## src/rtl/alu_ser_pkg.sv

```systemverilog
// alu_ser_pkg: shared types and widths for the ALU result serializer
//   state_t    : frame FSM states
//   RES_W      : ALU result width
//   ENTRY_W    : FIFO entry width ({flag, R})
//   FRAME_BITS : serial bits per frame
//   DATA_BITS  : result bits carried per frame
package alu_ser_pkg;
   typedef enum logic [2:0] {IDLE, START, DATA, FLAG, STOP} state_t;
   localparam int RES_W      = 5;
   localparam int ENTRY_W    = 6;
   localparam int FRAME_BITS = 8;
   localparam int DATA_BITS  = 5;
endpackage

```

## src/rtl/alu_result_fifo.sv

```systemverilog
// alu_result_fifo: small synchronous FIFO holding {flag, R} entries
//   clk, reset : clock, synchronous active-high reset
//   wr_en      : write request, accepted when not full or when popping
//   wr_data    : entry to write
//   rd_en      : pop request, ignored when empty
//   rd_data    : head entry, combinational
//   empty/full : occupancy status
module alu_result_fifo
   import alu_ser_pkg::*;
#(
   parameter int DEPTH = 4
) (
   input  logic               clk,
   input  logic               reset,
   input  logic               wr_en,
   input  logic [ENTRY_W-1:0] wr_data,
   input  logic               rd_en,
   output logic [ENTRY_W-1:0] rd_data,
   output logic               empty,
   output logic               full
);
   localparam int AW = $clog2(DEPTH);
   localparam int CW = $clog2(DEPTH + 1);
   logic [ENTRY_W-1:0] mem_q [DEPTH];
   logic [ENTRY_W-1:0] mem_d [DEPTH];
   logic [AW-1:0] wr_ptr_q, wr_ptr_d, rd_ptr_q, rd_ptr_d;
   logic [CW-1:0] count_q, count_d;
   logic wr_ok, rd_ok;
   assign empty   = count_q == '0;
   assign full    = count_q == CW'(DEPTH);
   assign rd_data = mem_q[rd_ptr_q];
   // A full FIFO still accepts a write when the head leaves on the same edge.
   assign wr_ok = wr_en && (!full || rd_en);
   assign rd_ok = rd_en && !empty;
   always_comb begin
      mem_d = mem_q;
      if (wr_ok) mem_d[wr_ptr_q] = wr_data;
      wr_ptr_d = wr_ok ? wr_ptr_q + 1'b1 : wr_ptr_q;
      rd_ptr_d = rd_ok ? rd_ptr_q + 1'b1 : rd_ptr_q;
      count_d  = count_q + CW'(wr_ok) - CW'(rd_ok);
   end
   always_ff @(posedge clk) mem_q <= mem_d;
   always_ff @(posedge clk) begin
      if (reset) begin
         wr_ptr_q <= '0;
         rd_ptr_q <= '0;
         count_q  <= '0;
      end else begin
         wr_ptr_q <= wr_ptr_d;
         rd_ptr_q <= rd_ptr_d;
         count_q  <= count_d;
      end
   end
endmodule

```

## src/rtl/alu_result_serializer.sv

```systemverilog
// alu_result_serializer: queues ALU results and sends each as an 8-bit serial frame
//   clk, reset      : clock, synchronous active-high reset
//   in_valid        : R_in/flag_in carry a new result
//   R_in, flag_in   : ALU result and flag
//   tx_out          : serial line, idles high (start, R[0..4], flag, stop)
//   busy            : frame in progress
//   full            : FIFO full
//   overflow        : sticky, a result was dropped
//   frames_sent     : completed frames modulo 256
module alu_result_serializer
   import alu_ser_pkg::*;
#(
   parameter int DEPTH      = 4,
   parameter int BIT_CYCLES = 4
) (
   input  logic             clk,
   input  logic             reset,
   input  logic             in_valid,
   input  logic [RES_W-1:0] R_in,
   input  logic             flag_in,
   output logic             tx_out,
   output logic             busy,
   output logic             full,
   output logic             overflow,
   output logic [7:0]       frames_sent
);
   localparam int CW = BIT_CYCLES > 1 ? $clog2(BIT_CYCLES) : 1;
   state_t state_q, state_d;
   logic [CW-1:0] cnt_q, cnt_d;
   logic [2:0] idx_q, idx_d;
   logic [ENTRY_W-1:0] sh_q, sh_d, rd_data;
   logic [7:0] frames_q, frames_d;
   logic overflow_q, overflow_d;
   logic empty, pop, last;
   alu_result_fifo #(.DEPTH(DEPTH)) u_fifo (
      .clk     (clk),
      .reset   (reset),
      .wr_en   (in_valid),
      .wr_data ({flag_in, R_in}),
      .rd_en   (pop),
      .rd_data (rd_data),
      .empty   (empty),
      .full    (full)
   );
   assign last = cnt_q == CW'(BIT_CYCLES - 1);
   // A frame is loaded from IDLE, or straight out of the final stop-bit cycle.
   assign pop  = !empty && (state_q == IDLE || (state_q == STOP && last));
   assign tx_out = state_q == START ? 1'b0 :
                   state_q == DATA  ? sh_q[idx_q] :
                   state_q == FLAG  ? sh_q[ENTRY_W-1] : 1'b1;
   assign busy        = state_q != IDLE;
   assign overflow    = overflow_q;
   assign frames_sent = frames_q;
   always_comb begin
      state_d    = state_q;
      cnt_d      = last ? '0 : cnt_q + 1'b1;
      idx_d      = idx_q;
      sh_d       = pop ? rd_data : sh_q;
      frames_d   = frames_q;
      overflow_d = overflow_q | (in_valid & full & ~pop);
      case (state_q)
         IDLE: begin
            cnt_d = '0;
            if (!empty) state_d = START;
         end
         START: if (last) begin
            state_d = DATA;
            idx_d   = '0;
         end
         DATA: if (last) begin
            if (idx_q == 3'(DATA_BITS - 1)) state_d = FLAG;
            else idx_d = idx_q + 1'b1;
         end
         FLAG: if (last) state_d = STOP;
         STOP: if (last) begin
            frames_d = frames_q + 1'b1;
            state_d  = empty ? IDLE : START;
         end
         default: state_d = IDLE;
      endcase
   end
   always_ff @(posedge clk) begin
      if (reset) begin
         state_q    <= IDLE;
         cnt_q      <= '0;
         idx_q      <= '0;
         sh_q       <= '0;
         frames_q   <= '0;
         overflow_q <= 1'b0;
      end else begin
         state_q    <= state_d;
         cnt_q      <= cnt_d;
         idx_q      <= idx_d;
         sh_q       <= sh_d;
         frames_q   <= frames_d;
         overflow_q <= overflow_d;
      end
   end
endmodule

```

## config.mk

```make
export PLATFORM = sky130hd
export DESIGN_NAME = alu_result_serializer
export DESIGN_NICKNAME = d
export VERILOG_FILES = /design/src/rtl/alu_ser_pkg.sv /design/src/rtl/alu_result_fifo.sv /design/src/rtl/alu_result_serializer.sv
export SDC_FILE = /design/constraint.sdc
export NUM_CORES = 1
export LEC_CHECK = 0
export ABC_AREA = 1
export CAP_MARGIN = 20
export CORE_MARGIN = 1.5
export CORE_UTILIZATION = 55
export CTS_CLUSTER_SIZE = 12
export DETAILED_ROUTE_END_ITERATION = 8
export GPL_TIMING_DRIVEN = 1
export HOLD_SLACK_MARGIN = 0.05
export PLACE_DENSITY = 0.86
export RECOVER_POWER = 25
export SLEW_MARGIN = 20
export SYNTH_ARGS = -nofsm -noshare
export SYNTH_HDL_FRONTEND = slang
export SYNTH_HIERARCHICAL = 1
export SYNTH_SLANG_ARGS = --single-unit
```

## constraint.sdc

```tcl
create_clock -name clk -period 4.5 [get_ports clk]
set_clock_uncertainty 0.15 [all_clocks]
set_input_delay 0.675 -clock clk [delete_from_list [all_inputs] [get_ports clk]]
set_output_delay 0.675 -clock clk [all_outputs]
set_load 0.01 [all_outputs]
```

Word level (Yosys, flattened, before mapping):

Index checks and enable logic that the tools add are counted.

* bits in registers: 54
* input bits: 9
* output and inout port bits: 12
* logic and storage cells: 84

* $add $sub $neg: 7
* order comparisons: 4
* equal/unequal tests: 14
* multiplexer cells: 23
* bitwise logic cells: 6
* reduce and logical (&&, ||, !) cells: 17

Operator list (number)
* two-way mux 3 bit: 9
* bitwise mux 24 bit: 1
* two-way mux 6 bit: 3
* one-hot mux 3 bit (5 select lines): 1
* binary-select mux 6 bit (select 2 bit): 1
* demux 6 bit (select 2 bit): 1
* != test 2 bit, second input constant: 6
* == test 3 bit, second input constant: 3
* adder 8 x 1 -> 8 bit, second input constant: 1
* adder 2 x 1 -> 2 bit, second input constant: 3
* == test 3 x 2 -> 1 bit, second input constant: 2
* greater-or-equal comparator 3 bit, second input constant: 2
* logical NOT 3 bit: 2
* NOT 2 -> 3 bit: 2
* one-hot mux 3 bit (2 select lines): 1
* AND reduction 6 bit: 1
* logical AND 1 bit: 5
* two-way mux 1 bit: 5
* less-than comparator 3 x 4 -> 1 bit, second input constant: 1
* AND reduction 4 bit: 1
* adder 3 x 1 -> 3 bit: 1
* adder 3 x 1 -> 3 bit, second input constant: 1
* binary-select mux 1 bit (select 3 bit): 1
* == test 3 x 1 -> 1 bit, second input constant: 1
* other kinds (13): 16

Depth between registers and ports, before layout:

Gate-level depths: netlist (run 1).

* word-level depth: 8
* mapped depth: 18
* depth with buffers taken out: 18

Hierarchy:

Netlist (run 1), hierarchy kept.

Modules (own cells, without submodules)
* alu_result_fifo: instances 1, cells each 125, area an instance 1348.8 µm², sequential area each 860.8 µm²
* alu_result_serializer: instances 1, cells each 170, area an instance 1168.6 µm², sequential area each 460.4 µm²

Worst setup path after synthesis (run 1):

OpenSTA, ideal clock, no wires.

* path type: register to register
* start: register cnt_q[0]
* end: register u_fifo.count_q[2]
* library setup time: 0.113 ns
* arrival: 2.331 ns
* data required time: 4.237 ns
* slack: 1.906 ns
* stages on the path, launching flop included: 18
* path buffers: 0
* clock period less this slack: 2.594 ns
* path through: dfxtp_1 ha_1 nand2_1 inv_1 nand2_4 inv_2 o21ai_4 inv_2 inv_1 nand3_2 nand2_1 ha_1 inv_1 ha_1 inv_1 fa_1 nor2_1 nor2_1

* word-level cells in the longest chain between the ends: 8
* elaborated cells on any way between the ends: 9
* those cells by class: 2 x add/sub; 1 x eq/ne; 6 x reduce/logical

RTL lines
* from (decl): RTL line alu_result_serializer.sv:29 `logic [CW-1:0] cnt_q, cnt_d;`
* from (signal assigned): RTL line alu_result_serializer.sv:92 `cnt_q <= cnt_d;`
* == test 2 bit (*): RTL line alu_result_serializer.sv:45 `assign last = cnt_q == CW'(BIT_CYCLES - 1);`
* logical AND 1 bit (*): RTL line alu_result_serializer.sv:47 `assign pop = !empty && (state_q == IDLE || (state_q == STOP && last));`
* logical OR 1 bit (*): RTL line alu_result_serializer.sv:47
* logical AND 1 bit (*): RTL line alu_result_serializer.sv:47
* named net pop: RTL line alu_result_serializer.sv:34 `logic empty, pop, last;`
* logical OR 1 bit: RTL line alu_result_fifo.sv:33 `assign wr_ok = wr_en && (!full || rd_en);`
* logical AND 1 bit: RTL line alu_result_fifo.sv:33
* adder 3 x 1 -> 3 bit: RTL line alu_result_fifo.sv:40 `count_d = count_q + CW'(wr_ok) - CW'(rd_ok);`
* subtractor 3 x 1 -> 3 bit (*): RTL line alu_result_fifo.sv:40
* to (signal assigned): RTL line alu_result_fifo.sv:51 `count_q <= count_d;`
* to (decl): RTL line alu_result_fifo.sv:27 `logic [CW-1:0] count_q, count_d;`

The timed path passes the listed nets; every way through them passes the cells marked *.
A chain may end at the register's enable or synchronous reset.

Worst setup path in the final report (run 1):

Ends and elaborated chain as after synthesis.

==> results of run 1 <==
==> Yosys cell counts, drive strengths merged <==
cell type  number
or2             1
nor3            1
nand4           1
dfxtp          30
nand3          14
xnor2           1
nor3b           2
nor2           49
and3            1
buf             3
nand2          66
nand3b          2
inv            42
fa              1
a21oi          19
clkbuf          1
o21ai          18
edfxtp         24
ha             10
a31o            1
o22ai           7
a31oi           1
==> kinds of logic after synthesis <==
logic type | share of synthesized area (%)
compound gates | 10.29
xor+xnor | 0.3480
fa+ha+maj | 5.765
buf+inv | 7.753
flops | 52.49
simple gates | 23.36
==> cell type report <==
class | count | area, um2
clock inverter | 3 | 42.54
sequential | 54 | 1321
fill | 351 | 1528
inverter | 42 | 157.7
timing repair buffer | 20 | 200.2
tap | 52 | 65.06
multi-input combinational | 195 | 1001
clock buffer | 5 | 68.82
==> sequential cells by signal (all words and copies together) (netlist names) <==
name	count
u_fifo/mem_q	24
frames_sent	8
sh_q	6
idx_q	3
state_q	3
u_fifo/count_q	3
cnt_q	2
u_fifo/rd_ptr_q	2
u_fifo/wr_ptr_q	2
overflow	1
==> metal layers <==
layer / up-vias / global-route usage, % / part of all wire (%)
met1: 889 / 22.97 / 45
met3: 4 / 4.274 / 3.5
met4: 0 / 7.757 / 0.96
met5: - / 0 / 0
met2: 36 / 32.39 / 51
li1: 1007 / - / -
==> how the worst max path moves through the flow <==
stage                             start                           end  slack (ns)  depth (start not counted)
global placement    cnt_q[0]$_SDFF_PP0_  u_fifo/count_q[1]$_SDFF_PP0_        1.76                         16
CTS                 cnt_q[0]$_SDFF_PP0_  u_fifo/count_q[2]$_SDFF_PP0_        1.62                         17
finish              cnt_q[0]$_SDFF_PP0_  u_fifo/count_q[2]$_SDFF_PP0_        1.66                         17
global route        cnt_q[0]$_SDFF_PP0_  u_fifo/count_q[2]$_SDFF_PP0_        1.37                         18
floorplan           cnt_q[0]$_SDFF_PP0_  u_fifo/count_q[2]$_SDFF_PP0_        1.91                         17
detailed placement  cnt_q[0]$_SDFF_PP0_  u_fifo/count_q[2]$_SDFF_PP0_        1.64                         17
==> stage by stage <==
stage / total power, mW / util [%]
final: 1.538 / 65.15
after global routing: 1.656 / 65.15
after CTS: 1.545 / 65.15
after detailed placement: 1.227 / 62.61
after global placement: 1.207 / 62.61
after floorplan: 1.102 / -
==> power groups by stage <==
stage / sequential [mW] / clock [mW] / combinational (mW)
after floorplan: 0.659 / 0 / 0.443
after detailed placement: 0.684 / 0 / 0.544
after global routing: 0.686 / 0.343 / 0.628
after CTS: 0.672 / 0.324 / 0.549
final: 0.676 / 0.319 / 0.544
after global placement: 0.680 / 0 / 0.527
==> results.yml, run 1 <==
outcome:
  status: "finished, final reports clean"
worst_setup_path:
  end_kind: "flip-flop"
  crit_buf_inv: 6
  max_stage_delay_ns: 0.37
  r2r_slack_ns: 1.66
  cp_slowest_cell: "fa_1"
  critPathRequiredTime_ns: 4.55
  path_class: "reg2reg"
  rr_endpoint: "u_fifo/count_q[2]$_SDFF_PP0_"
  cp_common_cell: "inv_1"
  cp.arrival_ns: 2.90
  r2r_cells: 17
  timing.rr.start: "cnt_q[0]$_SDFF_PP0_"
  crit_path_start_kind: "flip-flop"
  crit_family: "adder cells"
  path_max_fanout: 10
  path_cells: "ha_1, nand2_1, inv_1, nand2_4, inv_2, o21ai_4, inv_2, inv_1, nand3_2, nand2_1, ha_1, inv_1, ha_1, inv_1, fa_1, nor2_1, nor2_1"
final_layout:
  areaGrowthSynthToFinish_pct: 13.47
  postLayoutCellArea_mm2: 0.002856
  layout_common_cells: "nand2_1, nor2_1, inv_1"
  finalNonFillerCells: 371
  antenna_cells: 0
  final_nets: 338
  drive_gt1_share_pct: 7.210
  layout_commonest_cell: "nand2_1"
yosys:
  synth_cell_types: 30
  postSynthAreaPerCell_um2: 8.534
  syn_inst: 295
  yosysWarnings: 6
  yosysSeqAreaShare_pct: 52.49
  synthTopCellsByArea: "edfxtp_1, dfxtp_1, nand2_1, nor2_1, inv_1"
  syn-cell-area_mm2: 0.002517
  synth_top_area_cell: "edfxtp_1"
  ys_ff_latch: 54
  synth_fp_nets: 315
  synthDominantCellAreaShare_pct: 28.63
global_routing:
  grt_max_degree: 19
  grt_pass1_wl_um: 7521
  antenna_found_initial: 0
  grt_overflow: 0
  gr-usage-all-layers_pct: 18.83
  grt_pass1_vias: 1766
power_and_ir_drop:
  cell_internal_pwr_mw: 0.9713
  switchingPower_mw: 0.5671
  cellPowerDensity_mw_per_mm2: 538.6
  p_sw_share_pct: 36.86
  p_seq_share_pct: 43.9
  ir_worst_vdd_v: 0.0002927
  clkPwrFrac_pct: 20.7
  power_leakage_nw: 1.176
  p_comb_share_pct: 35.4
clocking:
  clock_latency_ns: 0.30
  cts.sinks: 54
  post_cts_resized: 0
  ctsHoldBuffers: 0
  clk_path_buf_depth: 2
  cts_tree: "yes"
  cts_root_buf: "clkbuf_8"
  cts_htree_levels: 2
  path_clk_slew_ns: 0.09
  cts_buffers: 5
  cts_post_setup_buffers_inserted: 0
timing:
  period_share_pct: 63.21
  hold_slack_ns: 0.2938
  fin_crit_ns: 2.844
  maxSlewViolCount: 0
  slew-limit-headroom_pct: 53.78
  hold_viol: 0
  setup_tns_ns: 0
  fmax_ghz: 0.3516
  rsz0062_at_grt: "no"
  worstMarginPinSlew_ns: 0.6912
  setup_ws_ns: 1.656
  setup_violations: 0
floorplan:
  ios: 21
  core_mm2: 0.004384
  die_h_um: 70.66
  start_util_pct: 57.42
  die_area_mm2: 0.004992
  fp.dieW_um: 70.66
  placement_rows: 24
placement:
  place_ws_ns: 1.635
  gp_congestion: 0.8067
  dp.cells: 363
  dp_hpwl_um: 3128
  io_buffer_count: 20
  place_area_mm2: 0.002745
drt:
  post-route-drc-count: 0
  ant_nets: 0
  vias: 1936
  drtIter0Drc: 85
  wl_um: 4481
  vias_per_cell: 5.218
  routedWlPerCell_um: 12.08
  drtPass1Iterations: 7
run:
  cap_violations: 0
worst_hold_path:
  hold_class: "reg2reg"
  hp-start: "cnt_q[0]$_SDFF_PP0_"
  whs_path_depth: 1
  hold_path_end: "cnt_q[0]$_SDFF_PP0_"
Power figures use the tool's default switching activity.
==> run 2: changes to the inputs <==
==> constraint.sdc (replaced) <==
create_clock -name clk -period 2.7 [get_ports clk]
set_clock_uncertainty 0.15 [all_clocks]
set_input_delay 0.405 -clock clk [delete_from_list [all_inputs] [get_ports clk]]
set_output_delay 0.405 -clock clk [all_outputs]
set_load 0.01 [all_outputs]
==> results.yml, run 2 (synthesized netlist as in run 1, its figures left out) <==
placement:
  io_buffer_count: 20
  place_area_mm2: 0.002798
  gp_congestion: 0.8227
  dp_hpwl_um: 3130
  place_ws_ns: 0.1027
worst_setup_path:
  crit_path_start_kind: "flip-flop"
  cp.arrival_ns: 2.66
  path_class: "reg2reg"
  crit_start: "cnt_q[0]$_SDFF_PP0_"
  r2r_slack_ns: 0.10
  path_max_fanout: 5
  end_kind: "flip-flop"
  timing.rr.start: "cnt_q[0]$_SDFF_PP0_"
  critPathRequiredTime_ns: 2.77
drt:
  ant_nets: 0
  route.met3.wl_um: 200
  wl_met2_um: 2317
  vias: 1978
  top_layer: "met4"
  drtPass1Iterations: 4
  post-route-drc-count: 0
  routedWlPerCell_um: 12.13
  wl_um: 4598
  vias_per_cell: 5.219
  met1_length_um: 1999
  drtIter0Drc: 98
clocking:
  cts.sinks: 54
  cts_root_buf: "clkbuf_8"
  cts_buffers: 5
  cts_htree_levels: 2
  clk_path_buf_depth: 2
  clock_latency_ns: 0.31
  path_clk_slew_ns: 0.10
  cts_tree: "yes"
final_layout:
  layout_common_cells: "nand2_1, nor2_1, inv_1"
  drive_gt1_share_pct: 12.23
  areaGrowthSynthToFinish_pct: 17.10
  largest_reg_flops: 24
  postLayoutCellArea_mm2: 0.002948
  top_register: "u_fifo/mem_q"
  antenna_cells: 0
  layout_commonest_cell: "nand2_1"
  final_nets: 346
timing:
  setup_ws_ns: 0.1030
  maxSlewViolCount: 0
  hold_viol: 0
  worstMarginPinSlew_ns: 0.6185
  slew-limit-headroom_pct: 58.61
  setup_tns_ns: 0
  fmax_ghz: 0.3851
  fin_crit_ns: 2.597
  setup_violations: 0
  period_share_pct: 96.19
global_routing:
  antenna_found_initial: 0
  grt_pass1_wl_um: 7645
  gr-usage-all-layers_pct: 19.43
  grt_pass1_vias: 1859
  grt_overflow: 0
  grt_max_degree: 19
floorplan:
  start_util_pct: 57.42
  die_area_mm2: 0.004992
  ios: 21
  die_h_um: 70.66
  fp.dieW_um: 70.66
  placement_rows: 24
  core_mm2: 0.004384
power_and_ir_drop:
  p_comb_share_pct: 36.7
  finalPower_mw: 2.657
  cellPowerDensity_mw_per_mm2: 901.4
  switchingPower_mw: 0.9905
  clkPwrFrac_pct: 21.0
  p_seq_share_pct: 42.2
  power_leakage_nw: 1.218
  cell_internal_pwr_mw: 1.667
  ir_worst_vdd_v: 0.0006237
  p_sw_share_pct: 37.28
worst_hold_path:
  hold_class: "reg2reg"
  hp-start: "cnt_q[0]$_SDFF_PP0_"
outcome:
  status: "finished, final reports clean"
run:
  cap_violations: 0
run 2: changes by cell type in the layout (fill, tap and decap cells not counted), sizes merged:
cell / before / now
buf: 0 / 8
run 2: final cells by class:
class,instances,area [um2]
clock buffer,5,68.82
clock inverter,3,47.55
tap,52,65.06
sequential,54,1323
inverter,42,157.7
multi-input combinational,195,1026
timing repair buffer,28,260.3
fill,362,1436
run 2: power groups by stage:
stage          registers, mW  clock network [mW]  logic, mW
2_1_floorplan           1.10                   0      0.739
3_3_place_gp            1.13                   0      0.918
4_1_cts                 1.12               0.568      0.942
5_1_grt                 1.14               0.591       1.12
6_report                1.12               0.559      0.976
3_5_place_dp            1.14                   0      0.936
run 2: path summary, 6_finish.rpt:
path                                  endpoint  depth (start not counted)
setup / recovery  u_fifo/count_q[1]$_SDFF_PP0_                         16
hold / removal             cnt_q[0]$_SDFF_PP0_                          1
setup reg to reg  u_fifo/count_q[1]$_SDFF_PP0_                         16
hold reg to reg            cnt_q[0]$_SDFF_PP0_                          1
run 2: per-layer routing:
layer,vias up,GRT usage [%]
met4,0,8.805
met3,9,4.986
met1,906,21.25
met5,-,0
li1,1018,-
met2,45,35.32
run 2: per-stage QoR:
step	utilization [%]	hold WS [ns]	instances
after floorplan	-	0.2486	295
after global placement	63.81	0.2545	370
after detailed placement	63.81	0.2759	370
after CTS	66.47	0.2904	378
after global routing	67.24	0.3072	379
final	67.24	0.2837	379
run 2: timing repair:
item / 4_1_cts / 5_1_grt
buffers inserted: 0 / 1
gates resized for setup: 0 / 10
setup endpoints to repair: 0 / 2
hold buffers: 0 / 0
run 2: worst max-delay path: stages (launching register included):
cell	delay, ns
dfxtp_1	0.33
ha_1	0.22
nand2_2	0.09
inv_2	0.05
nand2_4	0.07
inv_2	0.05
o21ai_4	0.14
inv_2	0.06
inv_1	0.10
nand3_4	0.12
nand2_4	0.11
ha_1	0.24
inv_1	0.06
ha_1	0.12
inv_1	0.05
fa_2	0.51
nor2_1	0.04
